`src/rtl/line_window_ctrl.sv`:
```
// line_window_ctrl
// Sequences the four single-port row RAMs of a 5-row line buffer. Each accepted
// raster pixel is written over the oldest stored row, and one cycle later a
// 5-pixel vertical column (rows r-4..r) is presented for a 5x5 window filter.
//
// Ports
//   clka, rsta            clock, asynchronous active-high reset
//   s_valid/s_sof/s_data  input pixel stream (no backpressure)
//   ram_addr/ram_din      shared address / write data to the four RAMs
//   ram_en/ram_we         per-RAM enable / one-hot write enable
//   ram_dout1..4          read data from RAM 0..3 (read-first, 1-cycle latency)
//   m_valid/m_col         output column, [DW-1:0] = newest row r
//   m_col_idx/m_row_idx   position of the column
//   m_win_ok              all five rows belong to the current frame
//   frame_done            pulse with the last column of the frame
//   sof_err               pulse when s_sof arrives away from (row 0, col 0)
module line_window_ctrl #(
    parameter int P_ROW_WIDTH     = 256,
    parameter int P_COL_HEIGHT    = 192,
    parameter int P_DATA_WIDTH    = 8,
    parameter int P_ADDR_WIDTH    = 11,
    parameter int P_ROW_CNT_WIDTH = 10
) (
    input  logic                        clka,
    input  logic                        rsta,
    input  logic                        s_valid,
    input  logic                        s_sof,
    input  logic [P_DATA_WIDTH-1:0]     s_data,
    output logic [P_ADDR_WIDTH-1:0]     ram_addr,
    output logic [P_DATA_WIDTH-1:0]     ram_din,
    output logic [3:0]                  ram_en,
    output logic [3:0]                  ram_we,
    input  logic [P_DATA_WIDTH-1:0]     ram_dout1,
    input  logic [P_DATA_WIDTH-1:0]     ram_dout2,
    input  logic [P_DATA_WIDTH-1:0]     ram_dout3,
    input  logic [P_DATA_WIDTH-1:0]     ram_dout4,
    output logic                        m_valid,
    output logic [5*P_DATA_WIDTH-1:0]   m_col,
    output logic [P_ADDR_WIDTH-1:0]     m_col_idx,
    output logic [P_ROW_CNT_WIDTH-1:0]  m_row_idx,
    output logic                        m_win_ok,
    output logic                        frame_done,
    output logic                        sof_err
);

    localparam int DW = P_DATA_WIDTH;
    localparam int AW = P_ADDR_WIDTH;
    localparam int RW = P_ROW_CNT_WIDTH;
    localparam logic [AW-1:0] COL_LAST = AW'(P_ROW_WIDTH - 1);
    localparam logic [RW-1:0] ROW_LAST = RW'(P_COL_HEIGHT - 1);
    localparam logic [RW-1:0] ROW_WIN  = RW'(4);

    logic [AW-1:0] col, col_eff, col_nxt;
    logic [RW-1:0] row, row_eff, row_nxt;
    logic [1:0]    wr_sel, sel_eff, sel_nxt;
    logic          last_pix, at_origin;

    logic [AW-1:0] addr_hold;
    logic [DW-1:0] din_hold;

    logic [DW-1:0] data_d;
    logic [1:0]    wr_sel_d;
    logic [1:0]    sel_m1, sel_m2, sel_m3;
    logic [DW-1:0] dout [4];

    // s_sof forces the pixel to (0,0) with RAM 0 as the row to overwrite.
    always_comb begin
        col_eff   = s_sof ? '0 : col;
        row_eff   = s_sof ? '0 : row;
        sel_eff   = s_sof ? '0 : wr_sel;
        at_origin = (col == '0) && (row == '0);
        last_pix  = (col_eff == COL_LAST) && (row_eff == ROW_LAST);
    end

    always_comb begin
        col_nxt = col_eff + AW'(1);
        row_nxt = row_eff;
        sel_nxt = sel_eff;
        if (col_eff == COL_LAST) begin
            col_nxt = '0;
            if (row_eff == ROW_LAST) begin
                row_nxt = '0;
                sel_nxt = '0;
            end else begin
                row_nxt = row_eff + RW'(1);
                sel_nxt = sel_eff + 2'd1;
            end
        end
    end

    // RAM port: live values on accept, otherwise the last address/data hold.
    always_comb begin
        ram_en   = {4{s_valid}};
        ram_we   = s_valid ? (4'b0001 << sel_eff) : 4'b0000;
        ram_addr = s_valid ? col_eff : addr_hold;
        ram_din  = s_valid ? s_data  : din_hold;
    end

    always_ff @(posedge clka or posedge rsta) begin
        if (rsta) begin
            col       <= '0;
            row       <= '0;
            wr_sel    <= '0;
            addr_hold <= '0;
            din_hold  <= '0;
        end else if (s_valid) begin
            col       <= col_nxt;
            row       <= row_nxt;
            wr_sel    <= sel_nxt;
            addr_hold <= col_eff;
            din_hold  <= s_data;
        end
    end

    always_ff @(posedge clka or posedge rsta) begin
        if (rsta) begin
            m_valid    <= 1'b0;
            m_win_ok   <= 1'b0;
            frame_done <= 1'b0;
            sof_err    <= 1'b0;
            m_col_idx  <= '0;
            m_row_idx  <= '0;
            data_d     <= '0;
            wr_sel_d   <= '0;
        end else begin
            m_valid    <= s_valid;
            m_win_ok   <= s_valid && (row_eff >= ROW_WIN);
            frame_done <= s_valid && last_pix;
            sof_err    <= s_valid && s_sof && !at_origin;
            if (s_valid) begin
                m_col_idx <= col_eff;
                m_row_idx <= row_eff;
                data_d    <= s_data;
                wr_sel_d  <= sel_eff;
            end
        end
    end

    // Slice k (row r-k) comes from RAM (wr_sel_d - k) mod 4; the 2-bit
    // subtraction wraps naturally, and k=4 lands back on wr_sel_d, whose
    // read-first data is the row that was just overwritten.
    assign dout[0] = ram_dout1;
    assign dout[1] = ram_dout2;
    assign dout[2] = ram_dout3;
    assign dout[3] = ram_dout4;

    always_comb begin
        sel_m1 = wr_sel_d - 2'd1;
        sel_m2 = wr_sel_d - 2'd2;
        sel_m3 = wr_sel_d - 2'd3;
        m_col  = {dout[wr_sel_d], dout[sel_m3], dout[sel_m2], dout[sel_m1], data_d};
    end

endmodule

```
`config.mk`:
```
export PLATFORM = sky130hd
export DESIGN_NAME = line_window_ctrl
export DESIGN_NICKNAME = d
export VERILOG_FILES = /design/src/rtl/line_window_ctrl.sv
export SDC_FILE = /design/constraint.sdc
export NUM_CORES = 1
export LEC_CHECK = 0
export ABC_CLOCK_PERIOD_IN_PS = 3400
export BUFFER_PORTS_ARGS = -buffer_cell sky130_fd_sc_hd__buf_2
export CAP_MARGIN = 5
export CORE_MARGIN = 10
export CORE_UTILIZATION = 45
export CTS_BUF_LIST = sky130_fd_sc_hd__clkbuf_16
export DETAILED_ROUTE_END_ITERATION = 7
export PLACE_DENSITY = 0.72
export SLEW_MARGIN = 20
export SYNTH_ARGS = -nofsm -noshare
export SYNTH_HDL_FRONTEND = slang
export SYNTH_SLANG_ARGS = --single-unit
```
`constraint.sdc`:
```
create_clock -name clka -period 3.4 [get_ports clka]
set_clock_uncertainty 0.05 [all_clocks]
set_input_delay 0.34 -clock clka [delete_from_list [all_inputs] [get_ports clka]]
set_output_delay 0.34 -clock clka [all_outputs]
set_load 0.02 [all_outputs]
```
==> After elaboration in Yosys (flattened, before gate mapping) <==
Index checks and enable logic that the tools add are counted.
{ "op_classes": {"addsub": 6, "mul": 0, "div_mod_pow": 0, "magnitude_cmp": 5, "n_eq_ne": 2, "shift": 1, "mux": 23, "bitwise": 4, "reduce_logical": 9} }
{ "op_table": {"columns": ["cell", "count"], "rows": [
  ["8-bit 2-to-1 mux", 9],
  ["8-bit binary-select mux with 2-bit select", 4],
  ["11-bit 2-to-1 mux", 3],
  ["10-bit 2-to-1 mux", 3],
  ["3-bit >= comparator (second input constant)", 4],
  ["2-bit NOT with 3-bit output", 4],
  ["11-bit by 1-bit adder with 11-bit output (second input constant)", 1],
  ["11-bit by 8-bit == test with 1-bit output (second input constant)", 1],
  ["11-bit logical NOT", 1],
  ["10-bit by 1-bit adder with 10-bit output (second input constant)", 1],
  ["10-bit by 8-bit == test with 1-bit output (second input constant)", 1],
  ["10-bit by 3-bit >= comparator with 1-bit output (second input constant)", 1],
  ["10-bit logical NOT", 1],
  ["1-bit logical AND", 6],
  ["2-bit 2-to-1 mux", 3],
  ["4-bit 2-to-1 mux", 1],
  ["1-bit by 2-bit << shifter with 4-bit output (first input constant)", 1],
  ["2-bit subtractor (second input constant)", 2],
  ["2-bit by 1-bit adder with 2-bit output (second input constant)", 1],
  ["2-bit by 1-bit subtractor with 2-bit output (second input constant)", 1],
  ["1-bit logical NOT", 1]
]} }
{ "totals": {"register_bits": 77, "latchBits": 0, "ram_bits": 0, "romBits": 0, "out_inout_bits": 92, "word_cells": 63, "memories": 0} }

==> Depth between registers and ports, before layout <==
Gate-level depths: netlist of the first run.
{ "depth": {"depth_word": 5, "ltp_mapped": 9, "depth_no_buf": 6} }

==> Least setup slack after synthesis of the first run <==
OpenSTA, ideal clock, no wires.
{ "synth_path": {"path_kind": "input to register", "startpoint": "input port s_sof", "endpoint": "register row[3]", "arrival_time_ns": 2.369, "required_time_ns": 3.281, "slack_ns": 0.912, "stages": 9, "n_path_buf": 3, "path_cell_list": "clkbuf_1 > clkbuf_1 > nor2b_1 > ha_1 > nand2_1 > or4_4 > buf_6 > or4_1 > nand3_1"} }
{ "synth_via": {"word_cells_on_any_way": 7, "classes_between": "add/sub: 1; eq/ne: 2; mux: 4"} }
{ "synth_rtl": {"columns": ["element", "line_no", "text"], "rows": [
  ["from (decl)", "27", "input logic s_sof,"],
  ["11-bit 2-to-1 mux", "68", "col_eff = s_sof ? '0 : col;"],
  ["named net col_eff[1]", "53", "logic [AW-1:0] col, col_eff, col_nxt;"],
  ["11-bit by 8-bit == test with 1-bit output", "79", "if (col_eff == COL_LAST) begin"],
  ["10-bit 2-to-1 mux", "79", null],
  ["to (signal assigned)", "108", "row <= row_nxt;"],
  ["to (decl)", "54", "logic [RW-1:0] row, row_eff, row_nxt;"]
]} }
The timed path passes the listed nets, and every way through them passes these cells.
A chain may end at the register's enable or synchronous reset.

==> Worst setup path in the final report of the first run <==
{ "layout_path": {"startpoint": "register col[0]", "endpoint": "register row[5]"} }
{ "layout_via": {"elab_chain_cells": 3} }
{ "layout_rtl": {"columns": ["element", "line_no", "text"], "rows": [
  ["from (decl)", "53", null],
  ["from (signal assigned)", "107", "col <= col_nxt;"],
  ["11-bit 2-to-1 mux", "68", null],
  ["named net col_eff[0]", "53", null],
  ["11-bit by 8-bit == test with 1-bit output", "79", null],
  ["10-bit 2-to-1 mux", "79", null]
]} }
The timed path passes the listed nets, and every way through them passes these cells.

==> flow_metrics.env, run 1 <==
export IMPL_status="completed"
export IMPL_setup_viol=0
export IMPL_power_density_nw_per_um2=429
export IMPL_die_area_sq_um=13700
export IMPL_setup_tns_ns=0
export IMPL_cts_root_buffer="clkbuf_16"
export IMPL_antenna_found_initial=0
export IMPL_r2r_cells=6
export IMPL_fp_coreArea_sq_um=9200
export IMPL_finalNonFillerCells=628
export IMPL_track_usage_pct=16.3
export IMPL_combPwrFrac_pct=15.8
export IMPL_cp_required_ns=3.62
export IMPL_p_seq_share_pct=44.6
export IMPL_drt_iter0_markers=229
export IMPL_yosys_area_top_type="dfrtp_1"
export IMPL_crit_end="row[5]"
export IMPL_hold_path_class="input port to async pin"
export IMPL_fmaxAchievable_ghz=0.425
export IMPL_synth_area_sq_um=4230
export IMPL_p_clk_share_pct=39.6
export IMPL_finalWirelength_microns=11100
export IMPL_swShare_pct=28.8
export IMPL_async_flop_share_pct=100
export IMPL_fin_nets=561
export IMPL_worstSkewPairLatency_ns=0.34
export IMPL_yosysWarnings=0
export IMPL_synth_top_area_share_pct=45.5
export IMPL_place_area_sq_um=4960
export IMPL_syn_num_nets=441
export IMPL_syn_inst=392
export IMPL_yosys_top_cells_count="dfrtp_1 (77), inv_1 (49), o21ai_0 (41)"
export IMPL_routedWlPerCell_microns=17.7
export IMPL_slew_headroom_pct=36.4
export IMPL_vdd_drop_max_mv=0.285
export IMPL_synth_ff_type="dfrtp_1"
export IMPL_grt_pass1_wl_microns=17700
export IMPL_synth_area_leaders="dfrtp_1 (46%), mux4_2 (17%), o21ai_0 (4.8%)"
export IMPL_crit_arrival_ns=2.57
export IMPL_clkSlewWorstSetupHoldPaths_ns=0.07
export IMPL_p_int_uw=1600
export IMPL_worst_slew_pin_slew_ns=0.952
export IMPL_die_h_microns=117
export IMPL_gp_congestion=0.850
export IMPL_reg2reg_to="row[5]"
export IMPL_rrSetupSlack_ns=1.05
export IMPL_reg2reg_from="col[0]"
export IMPL_cap_violations=0
export IMPL_route_detailed_drc=0
export IMPL_finalHoldViolCount=0
export IMPL_tritoncts="built"
export IMPL_postSynthAreaPerCell_sq_um=10.8
export IMPL_grt_max_degree=48
export IMPL_cts_sinks=77
export IMPL_firstDrtPassIters=6
export IMPL_end_kind="flip-flop"
export IMPL_drtAntennaViolNets=0
export IMPL_yosysMostFrequentCell="dfrtp_1"
export IMPL_finalMaxSlewViolations=0
export IMPL_rows=35
export IMPL_dpl_cell_count=612
export IMPL_synth_edf_count=0
export IMPL_grt_pass1_vias=3413
export IMPL_net_switching_power_uw=648
export IMPL_synth_seq_cells=77
export IMPL_rsz0062_at_grt="false"
export IMPL_die_w_microns=117
export IMPL_vias_per_cell=5.61
export IMPL_criticalPathCategory="flip-flop to flip-flop"
export IMPL_initial_core_util_pct=46.0
export IMPL_ys_types=43
export IMPL_hold_buffers=0
export IMPL_grt_ovfl_total=0
export IMPL_placement_io_buffers=135
export IMPL_area_growth_pct=23.8
export IMPL_cts_buffer_depth=2
export IMPL_ctsHtreeMaxLevel=3
export IMPL_hold_ws_ns=0.164
export IMPL_layout_drive_gt1_share_pct=38.3
export IMPL_pin_count=136
export IMPL_cts_made_buffers=9
export IMPL_final_area_sq_um=5240
export IMPL_n_antenna_cell=0
export IMPL_timing_final_crit_share_pct=69.2
export IMPL_startpoint_type="flip-flop"
export IMPL_period_needed_ns=2.35
export IMPL_vias=3525
export IMPL_hpwl_microns=8340
export IMPL_post_cts_resized=0
export IMPL_crit_fanout=10
export IMPL_p_leak_uw=0.00245
export IMPL_worstSetupStartpoint="col[0]"
export IMPL_post_cts_buffers=0
export IMPL_synth_seq_area_share_pct=45.5
-- stage by stage --
step                power, uW  utilization [%]  setup WS (ns)
global placement         1360             53.9          0.882
floorplan                1230                -          0.912
finish                   2250             57.0           1.05
detailed placement       1380             53.9          0.773
CTS                      2270             57.0          0.785
global route             2360             57.0          0.822
-- worst min path at each step --
stage	from	to	slack, ns
CTS	s_data[3]	data_d[3]	0.17
detailed placement	m_row_idx[1]	m_row_idx[1]	0.42
finish	rsta	data_d[0]	0.16
global route	s_data[5]	data_d[5]	0.18
floorplan	s_valid	m_valid	0.32
global placement	m_row_idx[9]	m_row_idx[9]	0.42
-- per-layer routing --
layer	up-vias	share of wire [%]	global-route usage [%]
met3	12	9.3	4.59
met1	1722	40	19.6
met4	0	1.1	4.53
met2	128	49	28.0
li1	1663	-	-
met5	-	0	0
-- worst max-delay path, cell delays in order, from the launching register on --
cell     delay (ns)
dfrtp_1        0.39
nor2b_1        0.23
ha_1           0.28
nand2_1        0.14
or4_4          0.62
or4_1          0.49
nand3_1        0.09
-- placed cells by master, fill, tap and decap left out, drive strengths merged, types with 2 or more instances in the layout --
master   count
a211o        2
a22o         6
nand3       14
mux4        32
o311ai       2
nand4        2
and2         4
or4          4
ha           5
nor4         6
clkinv       2
nand2b       4
nand2       31
or3          3
o2bb2ai     12
and3         4
o221ai       4
a311o        3
nor3         8
nor2        12
inv         53
mux2         4
clkbuf       9
nor2b        8
buf        142
mux2i        5
dfrtp       77
a21oi        7
o21ai       41
-- power by group through the flow --
stage	sequential [uW]	clock, uW	combinational, uW
finish	1000	891	355
global route	1010	960	392
CTS	1000	912	359
detailed placement	1020	0	358
global placement	1020	0	348
floorplan	1040	0	193
-- registers in the layout, summed over array words and instances (netlist names) --
name        cells
addr_hold      11
col            11
data_d          8
din_hold        8
frame_done      1
m_col_idx      11
m_row_idx      10
m_valid         1
m_win_ok        1
row            10
sof_err         1
wr_sel          2
wr_sel_d        2
-- logic make-up after synthesis --
family | share of synthesized area [%]
AOI/OAI and AO/OA | 12.8
adders and majority gates | 1.48
buffers and inverters | 8.01
DFF | 45.5
muxes | 19.3
and+or+nand+nor | 12.9
-- layout make-up --
| type | count | area [sq um] |
|---|---|---|
| Clock buffer | 9 | 225 |
| Tap cell | 111 | 139 |
| Inverter | 49 | 184 |
| Multi-Input combinational cell | 233 | 1970 |
| Fill cell | 785 | 3960 |
| Timing Repair Buffer | 142 | 741 |
| Sequential cell | 77 | 1930 |
| Clock inverter | 7 | 55.1 |
Note: power is estimated with default switching activity, not from simulation.
==> inputs of run 2 (changes only) <==
Settings changed: ABC_CLOCK_PERIOD_IN_PS 3400 to 2450.
Clock period 3.4 ns to 2.45 ns, I/O delays scaled along.
==> run 2 against run 1 <==
Net effect:
- clock-buffer cell count unchanged
- worst hold slack got worse by 0.086 ns
- critical endpoint unchanged
- non-clock buffer count increased by 10
- die area unchanged
- combinational power increased by 42%
- utilization increased by 1.3 points
- sequential share of layout area decreased by 0.85 points
- highest routed layer unchanged
==> flow_metrics.env, run 2 (same netlist as run 1, synthesis figures left out) <==
export IMPL_place_area_sq_um=5050
export IMPL_grt_ovfl_total=0
export IMPL_layout_commonest_cell="buf_2"
export IMPL_rows=35
export IMPL_vias_per_cell=5.63
export IMPL_setup_viol=0
export IMPL_vias=3594
export IMPL_criticalPathCategory="flip-flop to flip-flop"
export IMPL_combPwrFrac_pct=15.6
export IMPL_grt_max_degree=61
export IMPL_fin_ws_ns=0.106
export IMPL_p_int_uw=2320
export IMPL_tritoncts="built"
export IMPL_n_fill_cell=778
export IMPL_vdd_drop_max_mv=0.445
export IMPL_dr_wl_met2_microns=5730
export IMPL_rrSetupSlack_ns=0.11
export IMPL_fmaxAchievable_ghz=0.427
export IMPL_fin_nets=571
export IMPL_placement_io_buffers=135
export IMPL_startpoint_type="flip-flop"
export IMPL_routed_wl_met3_microns=1080
export IMPL_clkSlewWorstSetupHoldPaths_ns=0.06
export IMPL_worst_slew_pin_slew_ns=0.666
export IMPL_cts_root_buffer="clkbuf_16"
export IMPL_top_regs="addr_hold x11, col x11, m_col_idx x11"
export IMPL_finalHoldViolCount=0
export IMPL_power_density_nw_per_um2=602
export IMPL_whs_path_depth=3
export IMPL_cts_buffer_depth=2
export IMPL_cap_violations=0
export IMPL_cts_sinks=77
export IMPL_crit_arrival_ns=2.56
export IMPL_gp_congestion=0.887
export IMPL_p_leak_uw=0.00251
export IMPL_post_cts_buffers=0
export IMPL_net_switching_power_uw=904
export IMPL_mostFrequentLayoutCells="buf_2 (135), dfrtp_1 (77), inv_1 (48)"
export IMPL_hold_path_class="input port to flip-flop"
export IMPL_finalWirelength_microns=11600
export IMPL_die_h_microns=117
export IMPL_p_seq_share_pct=43.1
export IMPL_setup_tns_ns=0
export IMPL_drt_iter0_markers=354
export IMPL_p_clk_share_pct=41.2
export IMPL_grt_pass1_vias=3542
export IMPL_route_detailed_drc=0
export IMPL_slew_headroom_pct=55.6
export IMPL_wl_met1_microns=4540
export IMPL_final_area_sq_um=5360
export IMPL_antenna_found_initial=0
export IMPL_period_needed_ns=2.34
export IMPL_fp_coreArea_sq_um=9200
export IMPL_track_usage_pct=16.9
export IMPL_status="completed"
export IMPL_area_growth_pct=26.7
export IMPL_hpwl_microns=8750
export IMPL_r2r_cells=6
export IMPL_n_antenna_cell=0
export IMPL_rsz0062_at_grt="false"
export IMPL_timing_final_crit_share_pct=95.7
export IMPL_initial_core_util_pct=46.0
export IMPL_cts_made_buffers=9
export IMPL_crit_fanout=10
export IMPL_grt_pass1_wl_microns=18300
export IMPL_swShare_pct=28.0
export IMPL_drtAntennaViolNets=0
export IMPL_layout_drive_gt1_share_pct=39.1
export IMPL_pre_cts_slack_ns=0.204
export IMPL_firstDrtPassIters=4
export IMPL_routedWlPerCell_microns=18.1
export IMPL_end_kind="flip-flop"
export IMPL_cp_required_ns=2.67
export IMPL_ctsHtreeMaxLevel=3
export IMPL_die_w_microns=117
export IMPL_worstSkewPairLatency_ns=0.34
export IMPL_dr_max_layer_used="met4"
export IMPL_die_area_sq_um=13700
export IMPL_pin_count=136
export IMPL_finalMaxSlewViolations=0
## run 2: cell types whose count changed in the layout (fill, tap and decap cells not counted)
| cell | previous run | this run |
|---|---|---|
| buf_4 | 6 | 13 |
| nor4_2 | 0 | 1 |
| nor2_2 | 1 | 0 |
| clkinv_1 | 0 | 1 |
| bufinv_16 | 0 | 1 |
| clkinv_2 | 2 | 1 |
| nor2_1 | 11 | 12 |
| dlygate4sd3_1 | 0 | 1 |
| nor4_1 | 6 | 5 |
| inv_8 | 1 | 0 |
| buf_12 | 1 | 3 |
## run 2: worst paths after layout
path | to | startpoint
max in group asynchronous | col[3] | rsta
min | data_d[6] | s_data[6]
max | row[5] | col[0]
max reg2reg | row[5] | col[0]
min reg2reg | m_row_idx[2] | m_row_idx[2]
min in group asynchronous | din_hold[1] | rsta
## run 2: through the flow
step	instances	power [uW]	utilization [%]	hold WS (ns)
finish	638	3230	58.3	0.0786
global route	638	3360	58.3	0.0812
CTS	638	3260	58.3	0.0660
detailed placement	621	1920	54.9	0.327
global placement	621	1900	54.9	0.303
floorplan	392	1710	-	0.226
## run 2: worst max-delay path, cell delays in order, from the launching register on
cell	delay [ns]
dfrtp_1	0.38
nor2b_1	0.27
ha_1	0.22
nand2_1	0.14
or4_4	0.63
or4_1	0.49
nand3_1	0.10
## run 2: power groups by stage
stage	Combinational, uW	Sequential (uW)	Clock, uW
6_report	504	1390	1330
3_3_place_gp	492	1410	0
2_1_floorplan	268	1440	0
3_5_place_dp	506	1410	0
4_1_cts	510	1390	1360
5_1_grt	552	1400	1410
## run 2: routing by layer
metal / vias to the layer above / GRT usage (%)
li1: 1678 / -
met1: 1750 / 20.1
met2: 151 / 29.0
met3: 15 / 3.92
met4: 0 / 6.92
met5: - / 0
## run 2: layout make-up
cell class,instances,area (sq um),area share (%)
tap,111,139,2.59
multi-input combinational,233,1970,36.8
inverter,49,184,3.43
sequential,77,1930,35.9
clock inverter,7,72.6,1.35
clock buffer,9,225,4.20
timing repair buffer,152,843,15.7
## run 2: repair_timing
item / CTS / global route
endpoints found under the hold margin: 28 / 0
resized for setup: 0 / 1
setup endpoints to repair: 0 / 1
hold buffers: 1 / 0
